==> src/rtl/pc_sequencer.sv <==
// pc_sequencer: program-counter sequencer with a circular return-address stack.
//
// Ports:
//   clk            rising-edge clock
//   rst            asynchronous active-high reset (pc <= RESET_VECTOR, RAS emptied)
//   halt           freezes pc, RAS, ras_count and ras_err while high
//   opcode         control-flow class from decode
//   condition_bit  branch-taken qualifier for opcodes 110/111
//   addr           immediate target / offset (OFF_WIDTH bits)
//   jreg           register jump target (PC_WIDTH bits)
//   pc             registered program counter
//   ras_count      number of valid RAS entries
//   ras_err        sticky RAS overflow/underflow flag, cleared only by rst
module pc_sequencer #(
    parameter int unsigned           PC_WIDTH     = 32,
    parameter int unsigned           OFF_WIDTH    = 16,
    parameter int unsigned           SHIFT        = 2,
    parameter int unsigned           INC          = 1,
    parameter int unsigned           RAS_DEPTH    = 4,
    parameter logic [PC_WIDTH-1:0]   RESET_VECTOR = '0
) (
    input  logic                             clk,
    input  logic                             rst,
    input  logic                             halt,
    input  logic [2:0]                       opcode,
    input  logic                             condition_bit,
    input  logic [OFF_WIDTH-1:0]             addr,
    input  logic [PC_WIDTH-1:0]              jreg,
    output logic [PC_WIDTH-1:0]              pc,
    output logic [$clog2(RAS_DEPTH+1)-1:0]   ras_count,
    output logic                             ras_err
);

    localparam int unsigned CNT_W = $clog2(RAS_DEPTH + 1);
    localparam int unsigned PTR_W = $clog2(RAS_DEPTH);
    // Bits of pc replaced by the shifted immediate in an absolute target.
    localparam logic [PC_WIDTH-1:0] LO_MASK = (PC_WIDTH'(1) << (OFF_WIDTH + SHIFT)) - PC_WIDTH'(1);

    typedef enum logic [2:0] {
        OP_SEQ  = 3'b000,
        OP_CALL = 3'b001,
        OP_RET  = 3'b010,
        OP_NOP  = 3'b011,
        OP_JABS = 3'b100,
        OP_JREG = 3'b101,
        OP_BR0  = 3'b110,
        OP_BR1  = 3'b111
    } op_e;

    op_e                  op;
    logic [PC_WIDTH-1:0]  ras [RAS_DEPTH];
    logic [PTR_W-1:0]     top;
    logic [PTR_W-1:0]     top_inc;
    logic [PTR_W-1:0]     top_dec;
    logic [PC_WIDTH-1:0]  seq;
    logic [PC_WIDTH-1:0]  abs_tgt;
    logic [PC_WIDTH-1:0]  rel_tgt;
    logic [PC_WIDTH-1:0]  off_ext;
    logic [PC_WIDTH-1:0]  pc_n;
    logic [PTR_W-1:0]     top_n;
    logic [CNT_W-1:0]     cnt_n;
    logic                 err_n;
    logic                 push;

    assign op = op_e'(opcode);

    always_comb begin
        seq     = pc + PC_WIDTH'(INC);
        off_ext = {{(PC_WIDTH - OFF_WIDTH){addr[OFF_WIDTH-1]}}, addr};
        abs_tgt = (pc & ~LO_MASK) | (PC_WIDTH'(addr) << SHIFT);
        rel_tgt = pc + (off_ext << SHIFT);
        // Pointer arithmetic wraps explicitly so non-power-of-two depths stay circular.
        top_inc = (top == PTR_W'(RAS_DEPTH - 1)) ? '0 : top + PTR_W'(1);
        top_dec = (top == '0) ? PTR_W'(RAS_DEPTH - 1) : top - PTR_W'(1);
    end

    always_comb begin
        pc_n  = seq;
        top_n = top;
        cnt_n = ras_count;
        err_n = ras_err;
        push  = 1'b0;
        case (op)
            OP_SEQ, OP_NOP: pc_n = seq;
            OP_CALL: begin
                pc_n  = abs_tgt;
                push  = 1'b1;
                top_n = top_inc;
                // When full, top+1 is the oldest entry and simply gets overwritten.
                if (ras_count == CNT_W'(RAS_DEPTH)) begin
                    err_n = 1'b1;
                end else begin
                    cnt_n = ras_count + CNT_W'(1);
                end
            end
            OP_RET: begin
                if (ras_count != '0) begin
                    pc_n  = ras[top];
                    top_n = top_dec;
                    cnt_n = ras_count - CNT_W'(1);
                end else begin
                    pc_n  = seq;
                    err_n = 1'b1;
                end
            end
            OP_JABS: pc_n = abs_tgt;
            OP_JREG: pc_n = jreg;
            OP_BR0, OP_BR1: pc_n = condition_bit ? rel_tgt : seq;
            default: pc_n = seq;
        endcase
    end

    always_ff @(posedge clk or posedge rst) begin
        if (rst) begin
            pc        <= RESET_VECTOR;
            top       <= '0;
            ras_count <= '0;
            ras_err   <= 1'b0;
        end else if (!halt) begin
            pc        <= pc_n;
            top       <= top_n;
            ras_count <= cnt_n;
            ras_err   <= err_n;
        end
    end

    // Entry storage needs no reset; validity is tracked by ras_count.
    always_ff @(posedge clk) begin
        if (!rst && !halt && push) begin
            ras[top_inc] <= seq;
        end
    end

endmodule

==> config.mk <==
export PLATFORM = sky130hd
export DESIGN_NAME = pc_sequencer
export DESIGN_NICKNAME = d
export VERILOG_FILES = /design/src/rtl/pc_sequencer.sv
export SDC_FILE = /design/constraint.sdc
export NUM_CORES = 1
export LEC_CHECK = 0
export CORE_AREA = 2 2 180 94
export DETAILED_ROUTE_END_ITERATION = 10
export DIE_AREA = 0 0 182 96
export PLACE_DENSITY = 0.82
export SLEW_MARGIN = 20
export SYNTH_ARGS = -nofsm -noshare
export SYNTH_HDL_FRONTEND = slang
export SYNTH_SLANG_ARGS = --single-unit
==> constraint.sdc <==
create_clock -name clk -period 15.88 [get_ports clk]
set_clock_uncertainty 0.15 [all_clocks]
set_input_delay 3.176 -clock clk [delete_from_list [all_inputs] [get_ports clk]]
set_output_delay 3.176 -clock clk [all_outputs]
set_load 0.05 [all_outputs]
==> results of run 1 <==
[flip-flops by register name, indices dropped and copies added (netlist names)]
register,cells
ras_err,1
pc,32
ras,128
top,2
ras_count,3
[metal layers]
metal	wire length [microns]	part of all wire, %	track usage [%]	up-vias
li1	-	-	-	3186
met1	12700	44	53.1	3653
met2	11200	39	45.1	596
met3	4670	16	13.1	68
met4	488	1.7	7.06	0
met5	0	0	0	-
[layout by cell type (no fill, tap or decap), types with 4 or more instances in the layout]
master           netlist  routed
and2_1                 6       6
clkbuf_16              0      17
nand3_1               17      17
clkdlybuf4s50_1        0      90
nor3b_1                4       4
a31oi_1               11      11
o21a_1                 4       4
clkinv_8               0       4
o21ai_0               30      30
nand4_1                4       4
a22oi_1                7       7
a21oi_2                5       5
and3_1                 5       5
a211oi_1               6       6
a21o_1                18      18
nand2b_1               4       4
ha_1                  35      35
nor2b_1                7       7
edfxtp_1             128     128
inv_1                 31      31
a221oi_1              21      21
xnor2_1               39      39
nor2_1                51      51
buf_4                  1      12
a211o_1                4       4
nor3_1                12      12
a221o_1               20      20
o31ai_1                5       5
mux4_2                32      32
nand2_1               47      47
dfrtp_1               38      37
inv_8                  0       4
xor2_1                18      18
a21oi_1               63      63
[cell type report]
class	instances	area share [%]
well taps	210	2.38
repair buffers	102	8.97
flip-flops and latches	166	43.4
clock buffers	17	3.85
clock inverters	15	1.61
multi-input cells	539	38.7
inverters	31	1.05
[power by group through the flow]
| stage | logic [mW] | registers (mW) | clock network [mW] |
|---|---|---|---|
| after detailed placement | 0.688 | 0.603 | 0 |
| after global placement | 0.672 | 0.600 | 0 |
| after floorplan | 0.396 | 0.663 | 0 |
| after CTS | 0.694 | 0.594 | 0.420 |
| final | 0.716 | 0.600 | 0.420 |
| after global routing | 0.755 | 0.603 | 0.437 |
[cell families after synthesis]
| group | count (synthesis) | synth area share, % |
|---|---|---|
| buffers and inverters | 70 | 3.22 |
| xor gates and xnor gates | 58 | 5.51 |
| DFF | 166 | 51.2 |
| adders and majority gates | 37 | 5.10 |
| muxes | 35 | 8.02 |
| and+or+nand+nor | 180 | 9.78 |
| AOI/OAI and AO/OA | 229 | 17.2 |
[critical path, delay by kind of cell]
kind	cells	cell delay, ps
AO/OA/AOI/OAI	6	1600
AND/OR/NAND/NOR	2	190
XOR/XNOR	1	160
adder cells (fa/ha/maj)	1	390
buffers and inverters	1	990
[final timing paths]
kind / start / to / slack (ps) / depth (start not counted)
min in group asynchronous: rst / top[0]$_DFFE_PP0P_ / 2830 / 2
min: ras_err$_DFFE_PP0P_ / ras_err$_DFFE_PP0P_ / 340 / 1
max: addr[15] / pc[27]$_DFFE_PP0P_ / 9570 / 11
max reg2reg: pc[2]$_DFFE_PP0N_ / pc[22]$_DFFE_PP0P_ / 12380 / 11
min reg2reg: ras_err$_DFFE_PP0P_ / ras_err$_DFFE_PP0P_ / 340 / 1
max in group asynchronous: rst / pc[27]$_DFFE_PP0P_ / 12020 / 3
[through the flow]
stage	hold slack, ps	area [sq um]	power (mW)	utilization (%)	setup slack (ps)
2_1_floorplan	546	9360	1.06	-	8300
3_3_place_gp	295	10400	1.27	65.5	9320
3_5_place_dp	325	10400	1.29	65.5	9220
4_1_cts	341	11000	1.71	69.3	9640
5_1_grt	352	11000	1.79	69.3	9370
6_report	344	11000	1.74	69.3	9570
==> results.cfg, run 1 <==
[critical_path]
worstPathArrival_ps = 6520
cp-start-kind = input port
cp_slowest_cell = clkdlybuf4s50_1
crit_path_cell_trace = clkdlybuf4s50_1, ha_1, a21oi_1, o21ai_1, a2111oi_0, nor2_1, a41o_1, a21boi_0, xnor2_1, nand2_1, a31oi_1
worstPathMaxFanout = 16
max_stage_delay_ps = 990
worst-setup-path-type = input port to flip-flop
crit_required_ps = 16080
critPathCaptureType = flip-flop

[timing]
finalHoldViolCount = 0
finalCriticalPeriod_ps = 6310
setup_viol = 0
tightest_slew_ps = 843
rsz0062_at_grt = no
maxSlewViolCount = 0
slew_headroom_pct = 43.4
timing.final.crit_share_pct = 39.8
tns_ps = 0
max_freq_mhz = 158

[global_route]
grt_pass1_vias = 7015
grt_max_degree = 47
antenna_found_initial = 0
grtUsageTotal_pct = 34.3
grt_first_pass_wirelength_mm = 43.1
grt.overflow.total = 0

[route]
drtIter0Drc = 1171
drtAntennaViolNets = 0
vias = 7503
wire_per_inst_microns = 26.9
drc = 0
viasPerCell = 6.95
wirelength_mm = 29.1
drt-pass1-iter-count = 6

[yosys]
ys.warnings.count = 0
syn_avg_cell_area_sq_um = 12.1
ys_top_cells_by_count = 128 x edfxtp_1, 63 x a21oi_1, 51 x nor2_1
ys_async_sr_fraction_pct = 22.9
synth_edf_count = 128
synth_top_area_share_pct = 41.0
syn_area_sq_um = 9360
synth_cell_type_count = 75
yosysSeqAreaShare_pct = 51.2
synth_top_area_cell = edfxtp_1
netlist_instances = 775
synth_ff_type = edfxtp_1
yosysMostFrequentCell = edfxtp_1
syn_nets = 867
synth_area_leaders = edfxtp_1 41%, dfrtp_1 10%, mux4_2 7.7%
synth-seq-cells = 166

[clocking]
cts_root_buffer = clkbuf_16
holdBufCountCts = 0
clkSlewWorstSetupHoldPaths_ps = 70
cts_tree = yes
numCtsBuffers = 17
cts.sink_count = 166
cts_max_level = 4
clkLatencyLatePin_ps = 440
postCtsSetupBuffers = 0
clock_path_buffers = 2
cts.repair.resized = 0

[power_and_ir_drop]
vdd_drop_max_mv = 0.0860
cellPowerDensity_nw_per_um2 = 157
combPwrFrac_pct = 41.3
p_int_mw = 1.01
leakage_nw = 3.98
switching_share_pct = 41.9
power_switching_mw = 0.727
power.share.clock_pct = 24.2
seqPwrFrac_pct = 34.5

[place]
dp_hpwl_mm = 20.6
placed_cells = 1048
port_buffers = 90
gp_congestion = 0.914

[run]
cap_viol_max_count = 0

[worst_hold_path]
hold_path.class = flip-flop to flip-flop

[layout]
multi_input_area_sq_um = 4270
antennaDiodeCount = 0
finalNetCount = 949
area_growth_pct = 17.9
drive_gt1_share_pct = 11.8
seq_area_sq_um = 4800
fill_cells = 1088
fin_cells = 1080

[die]
die_height_microns = 96
rows = 33
die_x_microns = 182
coreArea_sq_um = 15900
die_area_sq_um = 17500
initial_core_util_pct = 58.8
num_io_pins = 91

[status]
status = finished clean
Note: power is estimated with default switching activity, not from simulation.
==> run 2: changes to the inputs <==
--- a/config.mk
+++ b/config.mk
@@ -5,10 +5,10 @@
 export SDC_FILE = /design/constraint.sdc
 export NUM_CORES = 1
 export LEC_CHECK = 0
-export CORE_AREA = 2 2 180 94
+export CORE_AREA = 2 2 183 95
 export DETAILED_ROUTE_END_ITERATION = 10
-export DIE_AREA = 0 0 182 96
-export PLACE_DENSITY = 0.82
+export DIE_AREA = 0 0 185 97
+export PLACE_DENSITY = 0.8
 export SLEW_MARGIN = 20
 export SYNTH_ARGS = -nofsm -noshare
 export SYNTH_HDL_FRONTEND = slang
==> constraint.sdc (replaced) <==
create_clock -name clk -period 5.95 [get_ports clk]
set_clock_uncertainty 0.15 [all_clocks]
set_input_delay 1.19 -clock clk [delete_from_list [all_inputs] [get_ports clk]]
set_output_delay 1.19 -clock clk [all_outputs]
set_load 0.05 [all_outputs]
==> run 2 against run 1 <==
Non-clock buffer count rose by 2. Die area rose by 2.7%. Cell count increased by 1.8%. Core utilization fell by 1.1 points. Largest power group unchanged. Sequential cell count unchanged. Routed wire length shrank 11%. Clock power rose to 2.5 times the previous value. Cell area decreased by 0.10%. Combinational power increased by 140%. Critical path type unchanged. Sequential share of layout area about the same. Global-route usage down 3.9 points. Register-to-register slack got worse by 9900 ps.
==> results.cfg, run 2 (synthesis gave the netlist of run 1 again) <==
[timing]
setup_viol = 0
rsz0062_at_grt = no
timing.final.crit_share_pct = 72.0
maxSlewViolCount = 0
max_freq_mhz = 233
finalCriticalPeriod_ps = 4290
slew_headroom_pct = 38.6
tightest_slew_ps = 921
finalHoldViolCount = 0
tns_ps = 0

[die]
die_height_microns = 97
num_io_pins = 91
die_x_microns = 185
die_area_sq_um = 17900
initial_core_util_pct = 57.9
rows = 33
coreArea_sq_um = 16200

[layout]
multi_input_area_sq_um = 4270
top_register = ras
finalNetCount = 951
postLayoutCellArea_sq_um = 11000
area_growth_pct = 17.8
fin_util_pct = 68.2
drive_gt1_share_pct = 11.8
antennaDiodeCount = 0
final_common_cell = edfxtp_1
seq_area_sq_um = 4800
layout_common_cells = 128 x edfxtp_1, 89 x clkdlybuf4s50_1, 63 x a21oi_1
fill_cells = 1206
top_regs = ras x128, pc x32, ras_count x3
fin_cells = 1099
largest_reg_flops = 128

[clocking]
clock_path_buffers = 2
clkSlewWorstSetupHoldPaths_ps = 70
cts_max_level = 4
clkLatencyLatePin_ps = 440
cts_root_buffer = clkbuf_16
holdBufCountCts = 0
numCtsBuffers = 17
cts.sink_count = 166
cts_tree = yes
postCtsSetupBuffers = 0
cts.repair.resized = 0

[power_and_ir_drop]
leakage_nw = 3.95
cellPowerDensity_nw_per_um2 = 399
finalPower_mw = 4.40
vdd_drop_max_mv = 0.204

[global_route]
grt_pass1_vias = 7213
grt_max_degree = 37
grt.overflow.total = 0
grt_use_met1_pct = 42.6
grt_first_pass_wirelength_mm = 40.7
busiest_layer = met2
grtUsageTotal_pct = 30.3
grt_util_met3_pct = 5.57
antenna_found_initial = 0
use_met2_pct = 47.5

[route]
wirelength_mm = 25.9
drc = 0
drtIter0Drc = 856
drtAntennaViolNets = 0
viasPerCell = 6.43
wire_per_inst_microns = 23.6
drt-pass1-iter-count = 5
vias = 7071

[critical_path]
critPathCaptureType = flip-flop
worstPathMaxFanout = 16
cp_slowest_cell = clkdlybuf4s50_1
max_stage_delay_ps = 820
worst-setup-path-type = input port to flip-flop
worstPathArrival_ps = 4430
crit_top_cell = o22ai_1
ff2ff_setup_slack_ps = 2450
cp-start-kind = input port
worst_r2r_startpoint = pc[2]$_DFFE_PP0N_
r2r_cells = 11
r2r_end = pc[26]$_DFFE_PP0P_
crit_path_cell_trace = clkdlybuf4s50_1, ha_1, nand2_1, nor2_1, nand3_1, a211oi_2, o22ai_1, o31ai_1, xor2_1, a21oi_1, o22ai_1
crit_required_ps = 6090

[place]
gp_congestion = 0.952
port_buffers = 90
dp_hpwl_mm = 17.8
placed_cells = 1067
placed_area_sq_um = 10500

[status]
status = finished clean

[worst_hold_path]
min-delay-start = ras_err$_DFFE_PP0P_
min_to = ras_err$_DFFE_PP0P_
hold_path.class = flip-flop to flip-flop
min_path_cells = 1

[run]
cap_viol_max_count = 0
-- run 2: changes by cell type in the layout (fill, tap and decap cells not counted), moves of 2 or more --
cell	delta
clkbuf_1	+3
clkinv_8	-4
inv_6	-2
clkinv_4	+3
clkinvlp_4	+3
inv_8	-3
buf_4	+2
-- run 2: critical path: cells and delay by family --
family	cells	cell delay, ps
AND/OR/NAND/NOR	3	610
XOR/XNOR	1	120
adder cells (fa/ha/maj)	1	610
AO/OA/AOI/OAI	5	1070
buffers and inverters	1	820
-- run 2: per-stage QoR --
stage	setup slack, ps	hold WS [ps]
after global placement	1260	291
after CTS	1680	320
final	1660	315
after global routing	1370	348
after floorplan	359	546
after detailed placement	1230	305
-- run 2: final cells by class --
type | instances | area share [%]
clock inverter | 12 | 1.12
clock buffer | 20 | 3.96
multi-input combinational | 539 | 38.7
inverter | 31 | 1.05
tap | 227 | 2.57
timing repair buffer | 104 | 9.07
sequential | 166 | 43.5
-- run 2: metal layers --
layer  vias to the layer above  share of wire, %
met1                      3519                44
met5                         -                 0
li1                       3189                 -
met2                       307                46
met3                        56               6.9
met4                         0               2.7
-- run 2: worst max-delay path by stage --
stage,slack [ps],endpoint,cells past startpoint,startpoint
after floorplan,360,ras[1][0]$_DFFE_PP_,4,halt
after global placement,1260,pc[27]$_DFFE_PP0P_,11,addr[15]
after detailed placement,1230,pc[31]$_DFFE_PP0P_,11,addr[15]
after CTS,1680,pc[25]$_DFFE_PP0P_,11,addr[15]
after global routing,1370,pc[31]$_DFFE_PP0P_,11,addr[15]
final,1660,pc[25]$_DFFE_PP0P_,11,addr[15]
-- run 2: power by group --
part / total, mW / internal (mW) / switching [mW]
sequential: 1.60 / 1.41 / 0.191
clock: 1.06 / 0.583 / 0.482
combinational: 1.74 / 0.713 / 1.02
